<file path="src/rtl/pbch_dmrs_gen_tx.sv">
// PBCH DM-RS generator: Gold-sequence QPSK symbols (144 per block) for one SSB,
// streamed over AXI-Stream with symbol index in tuser and tlast on the final symbol.
module pbch_dmrs_gen_tx #(
    parameter int OUT_DW = 32,
    parameter int AMP    = 23170
) (
    input  logic              clk_i,
    input  logic              reset_i,
    input  logic [9:0]        N_id_i,
    input  logic [2:0]        ibar_SSB_i,
    input  logic              start_i,
    output logic [OUT_DW-1:0] m_axis_out_tdata,
    output logic              m_axis_out_tvalid,
    input  logic              m_axis_out_tready,
    output logic              m_axis_out_tlast,
    output logic [7:0]        m_axis_out_tuser,
    output logic              busy_o,
    output logic              error_o,
    output logic [1:0]        dbg_state_o
);

    localparam int            HW        = OUT_DW / 2;
    localparam logic [HW-1:0] AMP_POS   = HW'(AMP);
    localparam logic [HW-1:0] AMP_NEG   = HW'(-AMP);
    localparam logic [9:0]    MAX_NID   = 10'd1007;
    localparam logic [9:0]    WARM_LAST = 10'd799;
    localparam logic [7:0]    LAST_SYM  = 8'd143;

    typedef enum logic [1:0] {
        IDLE   = 2'd0,
        WARMUP = 2'd1,
        GEN    = 2'd2
    } state_t;

    state_t      state;
    logic [30:0] x1;
    logic [30:0] x2;
    logic [30:0] x1_adv;
    logic [30:0] x2_adv;
    logic [30:0] c_init;
    logic [9:0]  warm_cnt;
    logic [7:0]  next_m;
    logic [3:0]  ib1;
    logic [8:0]  nq1;
    logic [12:0] prod;
    logic        load;
    logic        xfer;
    logic        c_even;
    logic        c_odd;

    // Each register holds x(n) in bit 0; one step shifts right and feeds x(n+31) into bit 30.
    function automatic logic [30:0] x1_step2(input logic [30:0] x);
        logic [30:0] t;
        t = {x[3] ^ x[0], x[30:1]};
        return {t[3] ^ t[0], t[30:1]};
    endfunction

    function automatic logic [30:0] x2_step2(input logic [30:0] x);
        logic [30:0] t;
        t = {x[3] ^ x[2] ^ x[1] ^ x[0], x[30:1]};
        return {t[3] ^ t[2] ^ t[1] ^ t[0], t[30:1]};
    endfunction

    always_comb begin
        ib1    = {1'b0, ibar_SSB_i} + 4'd1;
        nq1    = {1'b0, N_id_i[9:2]} + 9'd1;
        prod   = 13'(ib1) * 13'(nq1);
        c_init = {7'd0, prod, 11'd0} + {21'd0, ib1, 6'd0} + {29'd0, N_id_i[1:0]};
    end

    assign x1_adv      = x1_step2(x1);
    assign x2_adv      = x2_step2(x2);
    assign c_even      = x1[0] ^ x2[0];
    assign c_odd       = x1[1] ^ x2[1];
    assign dbg_state_o = state;

    // Handshake: a symbol moves on a rising edge where tvalid and tready are both high;
    // while tvalid is high and tready low, tdata/tuser/tlast hold. The LFSRs always sit
    // one symbol ahead of the output register so a new symbol can be loaded on a transfer.
    assign xfer = m_axis_out_tvalid && m_axis_out_tready;
    assign load = (state == GEN) && (!m_axis_out_tvalid || (m_axis_out_tready && !m_axis_out_tlast));

    always_ff @(posedge clk_i or posedge reset_i) begin
        if (reset_i) begin
            state             <= IDLE;
            x1                <= '0;
            x2                <= '0;
            warm_cnt          <= '0;
            next_m            <= '0;
            m_axis_out_tdata  <= '0;
            m_axis_out_tvalid <= 1'b0;
            m_axis_out_tlast  <= 1'b0;
            m_axis_out_tuser  <= '0;
            busy_o            <= 1'b0;
            error_o           <= 1'b0;
        end else begin
            error_o <= 1'b0;
            case (state)
                IDLE: begin
                    if (start_i) begin
                        if (N_id_i <= MAX_NID) begin
                            x1       <= 31'd1;
                            x2       <= c_init;
                            warm_cnt <= '0;
                            next_m   <= '0;
                            busy_o   <= 1'b1;
                            state    <= WARMUP;
                        end else begin
                            error_o <= 1'b1;
                        end
                    end
                end
                WARMUP: begin
                    x1       <= x1_adv;
                    x2       <= x2_adv;
                    warm_cnt <= warm_cnt + 10'd1;
                    if (warm_cnt == WARM_LAST) begin
                        state <= GEN;
                    end
                end
                GEN: begin
                    if (load) begin
                        x1                <= x1_adv;
                        x2                <= x2_adv;
                        m_axis_out_tdata  <= {(c_odd ? AMP_NEG : AMP_POS), (c_even ? AMP_NEG : AMP_POS)};
                        m_axis_out_tuser  <= next_m;
                        m_axis_out_tlast  <= (next_m == LAST_SYM);
                        m_axis_out_tvalid <= 1'b1;
                        next_m            <= next_m + 8'd1;
                    end else if (xfer) begin
                        // Only reachable on the final symbol's transfer.
                        m_axis_out_tvalid <= 1'b0;
                        m_axis_out_tlast  <= 1'b0;
                        busy_o            <= 1'b0;
                        state             <= IDLE;
                    end
                end
                default: state <= IDLE;
            endcase
        end
    end

endmodule

</file>
<file path="config.mk">
export PLATFORM = sky130hd
export DESIGN_NAME = pbch_dmrs_gen_tx
export DESIGN_NICKNAME = d
export VERILOG_FILES = /design/src/rtl/pbch_dmrs_gen_tx.sv
export SDC_FILE = /design/constraint.sdc
export NUM_CORES = 1
export LEC_CHECK = 0
export ABC_AREA = 1
export ABC_CLOCK_PERIOD_IN_PS = 9300
export CELL_PAD_IN_SITES_DETAIL_PLACEMENT = 1
export CELL_PAD_IN_SITES_GLOBAL_PLACEMENT = 2
export CORE_UTILIZATION = 37
export DETAILED_ROUTE_END_ITERATION = 7
export MAX_ROUTING_LAYER = met4
export PLACE_DENSITY = 0.95
export SLEW_MARGIN = 0
export SYNTH_ARGS = -nofsm -noshare
export SYNTH_HDL_FRONTEND = slang
export SYNTH_SLANG_ARGS = --single-unit
</file>
<file path="constraint.sdc">
create_clock -name clk_i -period 9.3 [get_ports clk_i]
set_input_delay 1.86 -clock clk_i [delete_from_list [all_inputs] [get_ports clk_i]]
set_output_delay 1.86 -clock clk_i [all_outputs]
set_load 0.005 [all_outputs]
</file>
==> results.cfg, run 1 <==
[status]
outcome = finished, final reports clean

[clock_tree]
cts_resized = 0
cts-root-buf = clkbuf_16
cts.sinks = 99
clock_path_buffers = 2
clkTransAtPathRegs_ns = 0.07
holdBufCountCts = 0
cts_tree = yes
numCtsBuffers = 9
htreeDepth = 3
post-cts-setup-buffers = 0
clock_latency_ns = 0.35

[sta]
tightest_slew_ns = 0.837
fin_tns_setup_ns = 0
setup_viol = 0
timing.final.crit_period_ns = 5.48
finClkSkew_ns = 0.0108
fmax_ghz = 0.182
drv_slew = 0
min_period_over_period_pct = 58.9
slew_headroom_pct = 44.1
rsz0062_at_grt = false
finalHoldViolCount = 0

[die]
fp.dieH_um = 130
die_area_um2 = 16900
start_util_pct = 37.9
rows = 46
core_area_um2 = 15900
die_x_um = 130
io_pins = 63

[global_routing]
grt_usage_pct = 18.7
grt_pass1_vias = 5104
overflow = 0
grt_max_degree = 59
grt_pass1_wl_mm = 24.4
antenna_found_initial = 0

[cells_and_area]
diodes = 0
register_area_um2 = 2480
multi_input_area_um2 = 2770
synthToLayoutAreaGrowth_pct = 13.9
layoutNonFillerInstCount = 997
layout-drive-gt1-share_pct = 5.76
fillCellCount = 1939
nets = 832

[critical_path]
rr_endpoint = x2[3]
worst-path-buf-inv = 5
endpoint = x2[19]
crit_chain = clkdlybuf4s50_1, ha_1, or2_2, nand2_1, inv_1, nand2_1, fa_1, inv_1, fa_1, inv_1, fa_1, inv_1, nand3_1, nand3_1, nand2_1, nand3_1, nand2_1, nor2_1, nor2_1
cp.arrival_ns = 5.72
r2r-start = dbg_state_o[0]
crit_cells = 19
slowest_delay_ns = 0.68
r2r_cells = 10
critical_path_class = in2reg
r2r_setup_slack_ns = 6.35
startpoint = ibar_SSB_i[0]
crit_required_ns = 9.54
cp-end-kind = flip-flop
critPathTopFamily = adder cells
cp_max_fo = 10
crit_slowest_cell = clkdlybuf4s50_1
startpoint_type = input pin

[detailed_routing]
ant_nets = 0
routed_via_density = 4.84
drtPass1Iterations = 4
vias = 4823
drt-total-wl_mm = 14.0
drc = 0
wl_per_cell_um = 14.0
drt_iter0_drc = 179

[placed_design]
portBuffers = 60
dp_cells = 981
place.gp.congestion = 0.859
dpl.hpwl_mm = 10.3

[synthesis]
yosys-top-cells-area = dfrtp_1 (41%), nand2_1 (11%), inv_1 (7.1%)
synth_top_area_share_pct = 41.0
ys_seq_elements = 99
yosysTopAreaCell = dfrtp_1
netlist_area_um2 = 6040
syn_inst = 752
async_flop_share_pct = 100
synth_edf_count = 0
avgSynthCellArea_um2 = 8.04
synthDistinctLibCells = 38
synth_flop_cell = dfrtp_1
synth-seq-area-share_pct = 41.0
ys_warn_count = 0

[job]
max_cap_violations = 0

[worst_hold_path]
hold_path.class = reg2reg

[power_and_ir_drop]
vdd.ir_drop.worst_v = 0.000142
p_leak_nw = 3.27
power_density_nw_per_um2 = 263
## stage by stage
| stage | worst slack [ns] | power, mW | area (µm²) | hold slack [ns] | utilization (%) |
|---|---|---|---|---|---|
| finish | 3.82 | 1.81 | 6880 | 0.487 | 43.2 |
| global route | 3.49 | 1.96 | 6880 | 0.521 | 43.2 |
| CTS | 3.80 | 1.84 | 6880 | 0.488 | 43.2 |
| detailed placement | 3.46 | 1.45 | 6590 | 0.469 | 41.3 |
| global placement | 3.56 | 1.41 | 6590 | 0.463 | 41.3 |
| floorplan | 4.42 | 1.25 | 6050 | 0.440 | - |
## cell families after synthesis
| family | count (synthesis) | synth area share [%] |
|---|---|---|
| XOR/XNOR | 19 | 2.75 |
| buffers and inverters | 169 | 13.3 |
| AO/OA/AOI/OAI | 100 | 10.3 |
| other | 1 | 0.0620 |
| AND/OR/NAND/NOR | 325 | 22.8 |
| adder cells (fa/ha/maj) | 39 | 9.81 |
| flip-flops | 99 | 41.0 |
## layout make-up
type | instances | share of cell area, %
well taps | 216 | 3.93
flip-flops and latches | 99 | 36.0
inverters | 118 | 6.47
clock inverters | 5 | 0.654
clock buffers | 11 | 3.67
multi-input cells | 485 | 40.2
repair buffers | 63 | 9.05
## cell usage after synthesis, drive strengths merged (5+ instances only)
cell / count
clkbuf: 6
nor3: 6
dfrtp: 99
or2: 11
o21ai: 41
nand3b: 5
o22ai: 34
ha: 25
nor2: 70
nand2: 177
buf: 45
nand4: 13
xnor2: 10
xor2: 9
a31oi: 6
nand3: 43
inv: 116
fa: 14
a21oi: 11
## how the worst min path moves through the flow
stage / depth (start not counted) / start / to
2_1_floorplan: 2 / x2[20] / x2[20]
3_3_place_gp: 2 / x2[15] / x2[15]
3_5_place_dp: 2 / x2[21] / x2[21]
4_1_cts: 2 / x2[21] / x2[21]
5_1_grt: 2 / m_axis_out_tuser[0] / m_axis_out_tuser[0]
6_report: 2 / x2[20] / x2[20]
## flip-flops by register name, indices dropped and copies added, names as in the netlist
signal and flops:
dbg_state_o 2, m_axis_out_tlast 1, x1 31, error_o 1
busy_o 1, m_axis_out_tuser 8, m_axis_out_tvalid 1, next_m 8
m_axis_out_tdata 5, x2 31, warm_cnt 10
## placed cells by master, fill, tap and decap left out, drive strengths merged, types with 3 or more instances in the layout
cell type        n
o22ai           34
nor3             6
fa              14
buf              3
ha              25
dfrtp           99
nand2          177
o21ai           41
or2             11
clkinvlp         3
nand4           13
clkbuf          11
nand3           43
a31oi            6
nor2            70
xnor2           10
inv            118
clkdlybuf4s50   60
a21oi           11
nand3b           5
xor2             9
## where the power goes
group	total, mW	leakage [nW]	switching, mW	internal (mW)
registers	0.604	1.31	0.0766	0.528
clock network	0.370	0.138	0.170	0.200
logic	0.833	1.82	0.503	0.331
## worst min-delay path, stage by stage, from the launching register on
cell and delay (ns):
dfrtp_1 0.35, nand2_1 0.06, nand2_1 0.06
## routing by layer
layer  global-route usage (%)  vias to the layer above  share of wire [%]
li1                         -                     2402                  -
met1                     22.5                     2339                 46
met2                     32.4                       64                 50
met3                     2.67                       18                2.2
met4                     5.61                        0                1.7
met5                        -                        -                  0
Note: power is estimated with default switching activity, not from simulation.
==> run 2, diff against run 1 <==
--- a/config.mk
+++ b/config.mk
@@ -6,13 +6,13 @@
 export NUM_CORES = 1
 export LEC_CHECK = 0
 export ABC_AREA = 1
-export ABC_CLOCK_PERIOD_IN_PS = 9300
+export ABC_CLOCK_PERIOD_IN_PS = 4800
 export CELL_PAD_IN_SITES_DETAIL_PLACEMENT = 1
 export CELL_PAD_IN_SITES_GLOBAL_PLACEMENT = 2
-export CORE_UTILIZATION = 37
+export CORE_UTILIZATION = 31
 export DETAILED_ROUTE_END_ITERATION = 7
 export MAX_ROUTING_LAYER = met4
-export PLACE_DENSITY = 0.95
+export PLACE_DENSITY = 0.88
 export SLEW_MARGIN = 0
 export SYNTH_ARGS = -nofsm -noshare
 export SYNTH_HDL_FRONTEND = slang
==> constraint.sdc (replaced) <==
create_clock -name clk_i -period 4.8 [get_ports clk_i]
set_input_delay 0.96 -clock clk_i [delete_from_list [all_inputs] [get_ports clk_i]]
set_output_delay 0.96 -clock clk_i [all_outputs]
set_load 0.005 [all_outputs]
==> run 2 against run 1 <==
Worst setup slack lost 3.5 ns. Utilization down 6.1 points. Count of clock-buffer cells in the layout is 2 lower. Highest routed layer unchanged. Worst hold slack lost 0.0096 ns. Die area is 19% higher.
==> results.cfg, run 2 (synthesized netlist as in run 1, its figures left out) <==
[critical_path]
r2r_setup_slack_ns = 2.20
endpoint = x2[21]
crit_chain = clkdlybuf4s50_1, ha_1, nand2_1, nor3_1, xor2_1, inv_1, nor2_1, fa_1, inv_1, fa_1, inv_1, ha_1, a21oi_1, nor2_1, nor2_1, nand2_1, nand2_1, nand3_1, nand2_1, nand2_1
rr_endpoint = x2[11]
startpoint = N_id_i[2]
cp.arrival_ns = 4.69
cp_max_fo = 4
cp_common_cell = nand2_1
crit_required_ns = 5.05
crit_slowest_cell = fa_1
slowest_delay_ns = 0.53
critical_path_class = in2reg
cp-end-kind = flip-flop
r2r_cells = 9
startpoint_type = input pin
r2r-start = dbg_state_o[1]

[cells_and_area]
final_common_cell = nand2_1
synthToLayoutAreaGrowth_pct = 15.8
diodes = 0
fillCellCount = 2331
layout_common_cells = nand2_1 (175), inv_1 (113), dfrtp_1 (99)
nets = 837
top_regs = x1 x31, x2 x31, warm_cnt x10
layout-drive-gt1-share_pct = 6.36

[clock_tree]
cts_resized = 0
clock_latency_ns = 0.36
cts-root-buf = clkbuf_16
htreeDepth = 3
clock_path_buffers = 2
holdBufCountCts = 0
numCtsBuffers = 9
clkTransAtPathRegs_ns = 0.07
cts_tree = yes
cts.sinks = 99
post-cts-setup-buffers = 0

[status]
outcome = finished, final reports clean

[sta]
setup_viol = 0
timing.final.crit_period_ns = 4.44
finClkSkew_ns = 0.0112
fin_tns_setup_ns = 0
drv_slew = 0
slew_headroom_pct = 42.5
tightest_slew_ns = 0.862
fin_hold_ws_ns = 0.478
fmax_ghz = 0.225
finalHoldViolCount = 0
min_period_over_period_pct = 92.5
rsz0062_at_grt = false

[placed_design]
dpl.hpwl_mm = 10.3
place.gp.congestion = 0.783
portBuffers = 60

[detailed_routing]
wl_per_cell_um = 13.5
vias = 4855
routed_via_density = 4.64
drt-total-wl_mm = 14.1
ant_nets = 0
drc = 0
drt_iter0_drc = 237
drtPass1Iterations = 4

[power_and_ir_drop]
p_leak_nw = 3.31
vdd.ir_drop.worst_v = 0.000248
power_density_nw_per_um2 = 511

[worst_hold_path]
hold_path.class = reg2reg

[global_routing]
antenna_found_initial = 0
grt_pass1_wl_mm = 24.5
grt_max_degree = 47
grt_pass1_vias = 5016
grt_usage_pct = 15.8
overflow = 0

[die]
rows = 50
fp.dieH_um = 142
io_pins = 63
die_x_um = 142
die_area_um2 = 20100
start_util_pct = 32.0
core_area_um2 = 18900

[job]
max_cap_violations = 0
run 2: changes by cell type in the layout (fill, tap and decap cells not counted):
cell        change
buf_4           +5
bufinv_16       +1
clkbuf_8        -2
clkinv_4        +2
clkinv_8        +1
clkinvlp_4      -3
inv_6           +2
inv_8           -1
run 2: through the flow:
| step | setup WS (ns) | cells | power [mW] | area [µm²] | utilization (%) |
|---|---|---|---|---|---|
| floorplan | 0.817 | 753 | 2.43 | 6050 | - |
| global placement | 0.0805 | 1030 | 2.78 | 6680 | 35.4 |
| detailed placement | 0.0153 | 1030 | 2.82 | 6680 | 35.4 |
| CTS | 0.378 | 1046 | 3.63 | 7000 | 37.0 |
| global route | 0.0500 | 1046 | 3.87 | 7000 | 37.0 |
| finish | 0.360 | 1046 | 3.57 | 7000 | 37.0 |
run 2: worst min-delay path by stage:
stage | end | cells past startpoint | start
floorplan | x2[20] | 2 | x2[20]
global placement | x2[20] | 2 | x2[20]
detailed placement | x2[15] | 2 | x2[15]
CTS | x2[15] | 2 | x2[15]
global route | x2[15] | 2 | x2[15]
finish | x2[15] | 2 | x2[15]
run 2: cell type report:
| type | count | area [µm²] | share of cell area, % |
|---|---|---|---|
| inverter | 118 | 445 | 6.37 |
| tap | 260 | 325 | 4.65 |
| multi-input combinational | 485 | 2770 | 39.6 |
| clock inverter | 7 | 92.6 | 1.32 |
| clock buffer | 9 | 225 | 3.22 |
| timing repair buffer | 68 | 661 | 9.44 |
| sequential | 99 | 2480 | 35.4 |
run 2: critical path: cells and delay by family:
kind                       cells  cell delay (ns)
buffers and inverters          4             0.74
xor gates and xnor gates       1             0.14
adders and majority gates      4             1.56
and+or+nand+nor               10             0.97
AOI/OAI and AO/OA              1             0.33
run 2: power by group:
| part | switching (mW) | internal, mW | total [mW] |
|---|---|---|---|
| logic | 0.970 | 0.648 | 1.62 |
| registers | 0.145 | 1.02 | 1.17 |
| clock network | 0.368 | 0.419 | 0.787 |
| total | 1.48 | 2.09 | 3.57 |
run 2: per-layer routing:
| metal | wire (µm) | vias up | global-route usage (%) |
|---|---|---|---|
| li1 | - | 2412 | - |
| met1 | 6750 | 2369 | 20.1 |
| met2 | 6770 | 59 | 25.7 |
| met3 | 371 | 15 | 2.73 |
| met4 | 222 | 0 | 4.92 |
| met5 | 0 | - | - |
==> run 3, diff against run 2 <==
--- a/config.mk
+++ b/config.mk
@@ -6,13 +6,13 @@
 export NUM_CORES = 1
 export LEC_CHECK = 0
 export ABC_AREA = 1
-export ABC_CLOCK_PERIOD_IN_PS = 4800
+export ABC_CLOCK_PERIOD_IN_PS = 5170
 export CELL_PAD_IN_SITES_DETAIL_PLACEMENT = 1
 export CELL_PAD_IN_SITES_GLOBAL_PLACEMENT = 2
-export CORE_UTILIZATION = 31
+export CORE_UTILIZATION = 37
 export DETAILED_ROUTE_END_ITERATION = 7
 export MAX_ROUTING_LAYER = met4
-export PLACE_DENSITY = 0.88
+export PLACE_DENSITY = 0.95
 export SLEW_MARGIN = 0
 export SYNTH_ARGS = -nofsm -noshare
 export SYNTH_HDL_FRONTEND = slang
==> constraint.sdc (replaced) <==
create_clock -name clk_i -period 5.17 [get_ports clk_i]
set_input_delay 1.034 -clock clk_i [delete_from_list [all_inputs] [get_ports clk_i]]
set_output_delay 1.034 -clock clk_i [all_outputs]
set_load 0.005 [all_outputs]
==> run 3 against run 2 <==
Cell area decreased by 1.5%. Non-clock buffer count decreased by 4. Worst hold slack improved by 0.0044 ns. Via count increased by 1.7%. Sequential share of layout area increased by 0.55 points. Power decreased by 8.6%. Largest power group unchanged.
==> results.cfg, run 3 (synthesized netlist as in run 1, its figures left out) <==
[sta]
drv_slew = 0
rsz0062_at_grt = false
setup_viol = 0
fin_ws_ns = 0.497
fmax_ghz = 0.214
finClkSkew_ns = 0.00874
timing.final.crit_period_ns = 4.67
min_period_over_period_pct = 90.4
fin_tns_setup_ns = 0
finalHoldViolCount = 0
slew_headroom_pct = 36.2
tightest_slew_ns = 0.957
fin_hold_ws_ns = 0.482

[detailed_routing]
drt_iter0_drc = 292
routed_via_density = 4.95
drt-total-wl_mm = 14.1
vias = 4937
drtPass1Iterations = 4
ant_nets = 0
drc = 0
wl_per_cell_um = 14.1

[die]
fp.dieH_um = 130
die_area_um2 = 16900
start_util_pct = 37.9
rows = 46
io_pins = 63
core_area_um2 = 15900
die_x_um = 130

[critical_path]
cp.arrival_ns = 4.92
crit_required_ns = 5.42
critical_path_class = in2reg
cp-end-kind = flip-flop
cp_max_fo = 5
r2r-start = dbg_state_o[0]
startpoint = N_id_i[2]
startpoint_type = input pin

[clock_tree]
post-cts-setup-buffers = 0
cts-root-buf = clkbuf_16
clkTransAtPathRegs_ns = 0.07
holdBufCountCts = 0
cts_resized = 0
htreeDepth = 3
clock_path_buffers = 2
clock_latency_ns = 0.35
cts.sinks = 99
numCtsBuffers = 9
cts_tree = yes

[worst_hold_path]
min_from = x2[15]
hold_path.class = reg2reg

[cells_and_area]
layout_common_cells = nand2_1 (175), inv_1 (113), dfrtp_1 (99)
final_common_cell = nand2_1
top_regs = x1 x31, x2 x31, warm_cnt x10
diodes = 0
layoutNonFillerInstCount = 998
fin_area_um2 = 6890
synthToLayoutAreaGrowth_pct = 14.0
fillCellCount = 1954
nets = 833
layout-drive-gt1-share_pct = 5.88

[power_and_ir_drop]
p_int_mw = 1.88
switching_share_pct = 42.3
clkPwrFrac_pct = 20.7
vdd.ir_drop.worst_v = 0.000232
combPwrFrac_pct = 46.0
p_sw_mw = 1.38
p_leak_nw = 3.27
power_density_nw_per_um2 = 474
p_seq_share_pct = 33.3

[placed_design]
post-place-ws_ns = 0.154
place.gp.congestion = 0.852
postPlaceCellArea_um2 = 6590
dp_cells = 982
dpl.hpwl_mm = 10.4
portBuffers = 60

[status]
outcome = finished, final reports clean

[global_routing]
overflow = 0
antenna_found_initial = 0
grt_max_degree = 77
grt_usage_pct = 18.6
grt_pass1_wl_mm = 24.3
grt_pass1_vias = 5132

[job]
max_cap_violations = 0
-- run 3: metal layers --
layer / share of wire (%) / track usage, % / up-vias
met4: 1.4 / 4.92 / 0
met3: 2.4 / 3.12 / 14
met2: 51 / 31.6 / 59
met1: 45 / 22.9 / 2446
li1: - / - / 2418
met5: 0 / - / -
-- run 3: final cells by class --
class | count | area [µm²] | share of cell area [%]
multi-input combinational | 485 | 2770 | 40.2
clock buffer | 9 | 225 | 3.27
tap | 216 | 270 | 3.92
clock inverter | 7 | 70.1 | 1.02
timing repair buffer | 64 | 631 | 9.15
sequential | 99 | 2480 | 36.0
inverter | 118 | 445 | 6.47
-- run 3: final timing paths --
path | to | slack (ns) | cells past startpoint
max | x2[21] | 0.50 | 20
min | x2[15] | 0.48 | 2
max reg2reg | x2[3] | 2.31 | 9
min reg2reg | x2[15] | 0.48 | 2
max in group asynchronous | x2[10] | 3.02 | 3
min in group asynchronous | x1[9] | 1.24 | 2
-- run 3: critical path, stage by stage --
cell	delay (ns)
clkdlybuf4s50_1	0.54
ha_1	0.21
nand2_1	0.11
nor3_1	0.36
xor2_1	0.17
inv_1	0.12
nor2_1	0.06
fa_1	0.49
inv_1	0.05
fa_1	0.53
inv_1	0.04
ha_1	0.34
a21oi_1	0.31
nor2_1	0.07
nor2_1	0.14
nand2_1	0.08
nand2_1	0.06
nand3_1	0.06
nand2_1	0.09
nand2_1	0.05
-- run 3: power by group through the flow --
stage | registers (mW) | logic, mW | clock network (mW)
5_1_grt | 1.11 | 1.70 | 0.721
4_1_cts | 1.09 | 1.52 | 0.688
3_5_place_dp | 1.10 | 1.51 | 0
6_report | 1.09 | 1.50 | 0.675
2_1_floorplan | 1.07 | 1.19 | 0
3_3_place_gp | 1.09 | 1.45 | 0
-- run 3: metrics by stage --
step,total power [mW],utilization [%]
floorplan,2.26,-
global placement,2.54,41.4
global route,3.53,43.2
finish,3.26,43.2
detailed placement,2.61,41.4
CTS,3.30,43.2
